### config.mk
export PLATFORM = sky130hd
export DESIGN_NAME = axil_cmd_master
export DESIGN_NICKNAME = d
export VERILOG_FILES = /design/src/rtl/axil_master_pkg.sv /design/src/rtl/axil_timeout_ctr.sv /design/src/rtl/axil_cmd_master.sv
export SDC_FILE = /design/constraint.sdc
export NUM_CORES = 1
export LEC_CHECK = 0
export CAP_MARGIN = 20
export CELL_PAD_IN_SITES_DETAIL_PLACEMENT = 1
export CELL_PAD_IN_SITES_GLOBAL_PLACEMENT = 2
export CORE_ASPECT_RATIO = 0.8
export CORE_UTILIZATION = 26
export CTS_BUF_LIST = sky130_fd_sc_hd__clkbuf_8 sky130_fd_sc_hd__clkbuf_16
export DETAILED_ROUTE_END_ITERATION = 10
export PLACE_DENSITY_LB_ADDON = 0.1
export SLEW_MARGIN = 20
export SYNTH_ARGS = -nofsm -noshare
export SYNTH_HDL_FRONTEND = slang
export SYNTH_SLANG_ARGS = --single-unit
### constraint.sdc
create_clock -name clk -period 9.6 [get_ports clk]
set_clock_uncertainty 0.1 [all_clocks]
set_input_delay 1.92 -clock clk [delete_from_list [all_inputs] [get_ports clk]]
set_output_delay 1.92 -clock clk [all_outputs]
set_load 0.02 [all_outputs]
### src/rtl/axil_master_pkg.sv
// Shared types and constants for the AXI4-Lite command master.
package axil_master_pkg;

    typedef enum logic [2:0] {
        IDLE,
        WR_REQ,
        WR_RESP,
        RD_REQ,
        RD_RESP,
        RESP
    } axil_mst_state_e;

    localparam logic [1:0] AXIL_RESP_OKAY   = 2'b00;
    localparam logic [1:0] AXIL_RESP_SLVERR = 2'b10;

    // A zero timeout still needs a one-bit counter so the ports stay legal.
    function automatic int unsigned ctr_width(input int unsigned cycles);
        return (cycles == 0) ? 1 : $clog2(cycles + 1);
    endfunction

endpackage

### src/rtl/axil_timeout_ctr.sv
// Saturating transaction-age counter; expired flags the cycle whose clock edge
// would bring the count up to TIMEOUT_CYCLES (or any later cycle once saturated).
module axil_timeout_ctr
    import axil_master_pkg::*;
#(
    parameter int unsigned TIMEOUT_CYCLES = 1024
) (
    input  logic clk,
    input  logic reset,
    input  logic clear,
    input  logic en,
    output logic expired
);

    localparam int unsigned   CW      = ctr_width(TIMEOUT_CYCLES);
    localparam bit            ENABLED = (TIMEOUT_CYCLES != 0);
    localparam logic [CW-1:0] LIMIT   = CW'(TIMEOUT_CYCLES);
    localparam logic [CW-1:0] LAST    = (TIMEOUT_CYCLES == 0) ? '0 : CW'(TIMEOUT_CYCLES - 1);

    logic [CW-1:0] count_q;
    logic [CW-1:0] count_d;

    always_comb begin
        count_d = count_q;
        if (clear) begin
            count_d = '0;
        end else if (ENABLED && en && (count_q != LIMIT)) begin
            count_d = count_q + CW'(1);
        end
    end

    always_ff @(posedge clk or posedge reset) begin
        if (reset) begin
            count_q <= '0;
        end else begin
            count_q <= count_d;
        end
    end

    assign expired = ENABLED && en && (count_q >= LAST);

endmodule

### src/rtl/axil_cmd_master.sv
// AXI4-Lite initiator: one single-beat command in, one AXI transaction out,
// one response pulse back. Only one transaction is ever in flight.
module axil_cmd_master
    import axil_master_pkg::*;
#(
    parameter int unsigned ADDR_WIDTH     = 13,
    parameter int unsigned DATA_WIDTH     = 32,
    parameter int unsigned TIMEOUT_CYCLES = 1024
) (
    input  logic                  clk,
    input  logic                  reset,
    input  logic                  cmd_valid,
    output logic                  cmd_ready,
    input  logic                  cmd_write,
    input  logic [ADDR_WIDTH-1:0] cmd_addr,
    input  logic [DATA_WIDTH-1:0] cmd_wdata,
    output logic                  rsp_valid,
    output logic [DATA_WIDTH-1:0] rsp_rdata,
    output logic [1:0]            rsp_resp,
    output logic                  rsp_timeout,
    output logic [ADDR_WIDTH-1:0] axi_awaddr,
    output logic                  axi_awvalid,
    input  logic                  axi_awready,
    output logic [DATA_WIDTH-1:0] axi_wdata,
    output logic                  axi_wvalid,
    input  logic                  axi_wready,
    input  logic [1:0]            axi_bresp,
    input  logic                  axi_bvalid,
    output logic                  axi_bready,
    output logic [ADDR_WIDTH-1:0] axi_araddr,
    output logic                  axi_arvalid,
    input  logic                  axi_arready,
    input  logic [DATA_WIDTH-1:0] axi_rdata,
    input  logic [1:0]            axi_rresp,
    input  logic                  axi_rvalid,
    output logic                  axi_rready
);

    axil_mst_state_e state_q, state_d;

    logic [ADDR_WIDTH-1:0] addr_q, addr_d;
    logic [DATA_WIDTH-1:0] wdata_q, wdata_d;
    logic                  awvalid_q, awvalid_d;
    logic                  wvalid_q, wvalid_d;
    logic                  bready_q, bready_d;
    logic                  arvalid_q, arvalid_d;
    logic                  rready_q, rready_d;
    logic                  rsp_valid_q, rsp_valid_d;
    logic [DATA_WIDTH-1:0] rsp_rdata_q, rsp_rdata_d;
    logic [1:0]            rsp_resp_q, rsp_resp_d;
    logic                  rsp_timeout_q, rsp_timeout_d;

    logic ctr_clear;
    logic ctr_en;
    logic expired;
    logic aw_ok;
    logic w_ok;
    logic do_timeout;

    axil_timeout_ctr #(
        .TIMEOUT_CYCLES(TIMEOUT_CYCLES)
    ) u_timeout (
        .clk    (clk),
        .reset  (reset),
        .clear  (ctr_clear),
        .en     (ctr_en),
        .expired(expired)
    );

    assign ctr_en = (state_q == WR_REQ) || (state_q == WR_RESP) ||
                    (state_q == RD_REQ) || (state_q == RD_RESP);

    // A write channel counts as done once its valid has already dropped or is handshaking now.
    assign aw_ok = !awvalid_q || axi_awready;
    assign w_ok  = !wvalid_q  || axi_wready;

    always_comb begin
        state_d       = state_q;
        addr_d        = addr_q;
        wdata_d       = wdata_q;
        awvalid_d     = awvalid_q;
        wvalid_d      = wvalid_q;
        bready_d      = bready_q;
        arvalid_d     = arvalid_q;
        rready_d      = rready_q;
        rsp_valid_d   = 1'b0;
        rsp_rdata_d   = rsp_rdata_q;
        rsp_resp_d    = rsp_resp_q;
        rsp_timeout_d = rsp_timeout_q;
        ctr_clear     = 1'b0;
        do_timeout    = 1'b0;

        case (state_q)
            IDLE: begin
                if (cmd_valid) begin
                    addr_d    = cmd_addr;
                    wdata_d   = cmd_wdata;
                    ctr_clear = 1'b1;
                    if (cmd_write) begin
                        state_d   = WR_REQ;
                        awvalid_d = 1'b1;
                        wvalid_d  = 1'b1;
                    end else begin
                        state_d   = RD_REQ;
                        arvalid_d = 1'b1;
                    end
                end
            end
            WR_REQ: begin
                if (awvalid_q && axi_awready) awvalid_d = 1'b0;
                if (wvalid_q && axi_wready)   wvalid_d  = 1'b0;
                if (aw_ok && w_ok) begin
                    state_d  = WR_RESP;
                    bready_d = 1'b1;
                end else if (expired) begin
                    do_timeout = 1'b1;
                end
            end
            WR_RESP: begin
                if (axi_bvalid) begin
                    state_d       = RESP;
                    bready_d      = 1'b0;
                    rsp_valid_d   = 1'b1;
                    rsp_rdata_d   = '0;
                    rsp_resp_d    = axi_bresp;
                    rsp_timeout_d = 1'b0;
                end else if (expired) begin
                    do_timeout = 1'b1;
                end
            end
            RD_REQ: begin
                if (axi_arready) begin
                    state_d   = RD_RESP;
                    arvalid_d = 1'b0;
                    rready_d  = 1'b1;
                end else if (expired) begin
                    do_timeout = 1'b1;
                end
            end
            RD_RESP: begin
                if (axi_rvalid) begin
                    state_d       = RESP;
                    rready_d      = 1'b0;
                    rsp_valid_d   = 1'b1;
                    rsp_rdata_d   = axi_rdata;
                    rsp_resp_d    = axi_rresp;
                    rsp_timeout_d = 1'b0;
                end else if (expired) begin
                    do_timeout = 1'b1;
                end
            end
            RESP: begin
                state_d = IDLE;
            end
            default: begin
                state_d = IDLE;
            end
        endcase

        // Hang recovery: abandon the bus mid-phase and report a synthetic SLVERR.
        if (do_timeout) begin
            state_d       = RESP;
            awvalid_d     = 1'b0;
            wvalid_d      = 1'b0;
            bready_d      = 1'b0;
            arvalid_d     = 1'b0;
            rready_d      = 1'b0;
            rsp_valid_d   = 1'b1;
            rsp_rdata_d   = '0;
            rsp_resp_d    = AXIL_RESP_SLVERR;
            rsp_timeout_d = 1'b1;
        end
    end

    always_ff @(posedge clk or posedge reset) begin
        if (reset) begin
            state_q       <= IDLE;
            addr_q        <= '0;
            wdata_q       <= '0;
            awvalid_q     <= 1'b0;
            wvalid_q      <= 1'b0;
            bready_q      <= 1'b0;
            arvalid_q     <= 1'b0;
            rready_q      <= 1'b0;
            rsp_valid_q   <= 1'b0;
            rsp_rdata_q   <= '0;
            rsp_resp_q    <= AXIL_RESP_OKAY;
            rsp_timeout_q <= 1'b0;
        end else begin
            state_q       <= state_d;
            addr_q        <= addr_d;
            wdata_q       <= wdata_d;
            awvalid_q     <= awvalid_d;
            wvalid_q      <= wvalid_d;
            bready_q      <= bready_d;
            arvalid_q     <= arvalid_d;
            rready_q      <= rready_d;
            rsp_valid_q   <= rsp_valid_d;
            rsp_rdata_q   <= rsp_rdata_d;
            rsp_resp_q    <= rsp_resp_d;
            rsp_timeout_q <= rsp_timeout_d;
        end
    end

    assign cmd_ready   = (state_q == IDLE);
    assign rsp_valid   = rsp_valid_q;
    assign rsp_rdata   = rsp_rdata_q;
    assign rsp_resp    = rsp_resp_q;
    assign rsp_timeout = rsp_timeout_q;
    assign axi_awaddr  = addr_q;
    assign axi_awvalid = awvalid_q;
    assign axi_wdata   = wdata_q;
    assign axi_wvalid  = wvalid_q;
    assign axi_bready  = bready_q;
    assign axi_araddr  = addr_q;
    assign axi_arvalid = arvalid_q;
    assign axi_rready  = rready_q;

endmodule
==> impl_results.md <==
* Placed wire-length estimate at 9.08 mm
* CTS Buf Count at 9
* Site Rows at 41
* Top-area cell type share of the netlist area at 59.2%
* N_diodes at 0
* Worst Tran Pin Value at 0.896 ns
* FMAX at 243 MHz
* H-tree levels at 3
* Hold Fails Final Rpt at 0
* Most instantiated library cell after synthesis: nand2_1
* Core Region at 15,900 um2
* Seq/Total Area, Yosys at 59.2%
* Final WL at 12.8 mm
* Asr flop ratio synth at 100%
* Seq cells post-synth at 100
* Gr ovfl total at 0
* Initial antenna violation count at 0
* Leak pwr at 2.97 nW
* Crit-path cells: nor3_1, clkdlybuf4s50_1
* RePlAce Congestion at 0.755
* Final min period at 4.12 ns
* Postcts setup bufs at 0
* Routed wire per std cell at 15.9 um
* Tot GR Track Use at 15.6%
* Max rail drop VDD at 0.000186 V
* TritonCTS clock tree: done
* Arr. time, crit path at 2.10 ns
* Main synth FF type: dfrtp_1
* Final hold slack at 0.375 ns
* Max Cap Viol at 0
* Final setup viols at 0
* Area Overhead vs Synth at 53.9%
* HP Class: register to register
* Total negative setup slack at 0 ns
* CTS sink count at 100
* Final Cycle Share at 42.9%
* Slew margin rel. at 40.3%
* Die area at 16,800 um2
* Yosys top cell by area: dfrtp_1
* Max Slew Vio Count at 0
* Detailed Route Iter0 Violations at 84
* IO Port Bufs at 189
* # DRC at 0
* CTS root buf: clkbuf_16
* Routed Antenna Nets at 0
* Layout cells sized above 1 at 4.74%
* I/O pins at 190
* Largest net degree at the start of global routing at 68
* EDFF count, synth at 0
* Critical-path maximum fanout at 15
* Worst setup SP type: register
* Vias in the first global route at 3,666
* RSZ-0062 raised after global routing: no
* Yosys cell types at 42
* Clock tree buffer depth at 2
* Crit path required time at 7.58 ns
* Initial Util at 26.7%
* Avg Inst Size Synth at 10.1 um2
* NumNets Final at 678
* # fillers at 1,762
* Top cells by area, synth: dfrtp_1 (59%), nand2_1 (14%), a22o_1 (6.6%)
* Chip height at 116 um
* Yosys warns at 0
* Synth cell count leaders: nand2_1 (157), dfrtp_1 (100), a22o_1 (32)
* Largest stage delay, worst path at 0.71 ns
* Mapped Nets at 510
* CTS Hold Bufs at 0
* Gate Count Post-Synth at 418
* Status: completed
* P per Cell Area at 335 nW/um2
* Worst-Skew Late Latency at 0.35 ns
* Clock Pin Slew Worst Setup and Hold Paths at 0.07 ns
* First drt pass iteration count at 4
* First-pass GRT wire length at 19.8 mm
* CP Capture Type: output pin
* Cell Area, Synth at 4230 um2
* # resized after CTS at 0
* Die X-Extent at 145 um
* Total vias in the final route at 3,610
* Vias/cell at 4.48
* CP Class: register to output pin
* Slowest CP cell: clkdlybuf4s50_1
[state kept, by name, indices dropped and copies added, names as in the netlist, 2 cells and up]
register,cells
axi_araddr,13
rsp_rdata,32
state_q,3
u_timeout.count_q,11
axi_wdata,32
rsp_resp,2
[through the flow]
step,std cells,setup slack (ns),util [%],total power (W),instance area [um2]
floorplan,418,4.96,-,0.00133,4230
global placement,790,5.48,39.0,0.00179,6180
global route,806,5.32,41.0,0.00233,6500
CTS,806,5.44,41.0,0.00222,6500
detailed placement,790,5.46,39.0,0.00182,6190
finish,806,5.48,41.0,0.00218,6500
[final timing paths]
| path | slack (ns) | cells after the start | startpoint | end |
|---|---|---|---|---|
| hold reg to reg | 0.38 | 2 | axi_wdata[1]$_DFFE_PP0P_ | axi_wdata[1]$_DFFE_PP0P_ |
| hold / removal | 0.38 | 2 | axi_wdata[1]$_DFFE_PP0P_ | axi_wdata[1]$_DFFE_PP0P_ |
| min in group asynchronous | 1.83 | 2 | reset | rsp_rdata[20]$_DFFE_PP0P_ |
| setup reg to reg | 7.16 | 5 | state_q[0]$_DFFE_PP0P_ | u_timeout.count_q[9]$_DFFE_PP0P_ |
| max in group asynchronous | 6.31 | 3 | reset | axi_wvalid$_DFFE_PP0P_ |
| setup / recovery | 5.48 | 2 | state_q[0]$_DFFE_PP0P_ | cmd_ready |
[final cells by class]
cell class	count	area, um2	share of cell area, %
sequential	100	2500	38.5
timing repair buffer	192	1910	29.4
multi-input combinational	276	1480	22.7
tap	215	269	4.14
clock buffer	9	225	3.46
clock inverter	7	88.8	1.37
inverter	7	28.8	0.442
[routing by layer]
| layer | vias to the layer above | track usage, % | share of wire, % |
|---|---|---|---|
| li1 | 1728 | - | - |
| met1 | 1773 | 19.8 | 45 |
| met2 | 100 | 25.4 | 47 |
| met3 | 9 | 5.17 | 6.9 |
| met4 | 0 | 4.14 | 0.66 |
| met5 | - | 0 | 0 |
[cells by family (layout without fill, tap and decap cells)]
kind of cell / Yosys count / count (layout) / synth area share (%)
multiplexers: 5 / 5 / 1.42
AO/OA/AOI/OAI: 63 / 63 / 11.7
flip-flops: 100 / 100 / 59.2
adder cells (fa/ha/maj): 2 / 2 / 0.592
buffers and inverters: 42 / 215 / 6.10
XOR/XNOR: 4 / 4 / 0.829
AND/OR/NAND/NOR: 202 / 202 / 20.2
[placed cells by master, fill, tap and decap left out, drive strengths merged, types with 2 or more instances in the layout]
| cell | Yosys | layout |
|---|---|---|
| mux2i | 3 | 3 |
| o31ai | 2 | 2 |
| ha | 2 | 2 |
| and2 | 2 | 2 |
| inv | 7 | 12 |
| mux2 | 2 | 2 |
| nor3 | 3 | 3 |
| o21a | 2 | 2 |
| buf | 25 | 3 |
| o21ai | 5 | 5 |
| a32o | 3 | 3 |
| a22o | 32 | 32 |
| o211ai | 2 | 2 |
| xor2 | 2 | 2 |
| clkbuf | 10 | 9 |
| nor4 | 2 | 2 |
| xnor2 | 2 | 2 |
| nand3 | 8 | 8 |
| clkdlybuf4s50 | 0 | 189 |
| nand2 | 157 | 157 |
| a21oi | 6 | 6 |
| dfrtp | 100 | 100 |
| o22ai | 4 | 4 |
| nor2b | 5 | 5 |
| nand2b | 3 | 3 |
| nand4 | 6 | 6 |
| a31oi | 2 | 2 |
| nor2 | 12 | 12 |
[report_power, final]
group / switching (W) / leakage [nW] / internal, W
Combinational: 0.000554 / 1.54 / 0.000506
Sequential: 0.000128 / 1.28 / 0.000602
Clock: 0.000179 / 0.158 / 0.000210
Total: 0.000862 / 2.97 / 0.00132
[worst max-delay path, delay by kind of cell, from the launching register on]
| family | cells | cell delay [ns] |
|---|---|---|
| DFF | 1 | 0.56 |
| and+or+nand+nor | 1 | 0.49 |
| buffers and inverters | 1 | 0.71 |
Power figures use the tool's default switching activity.
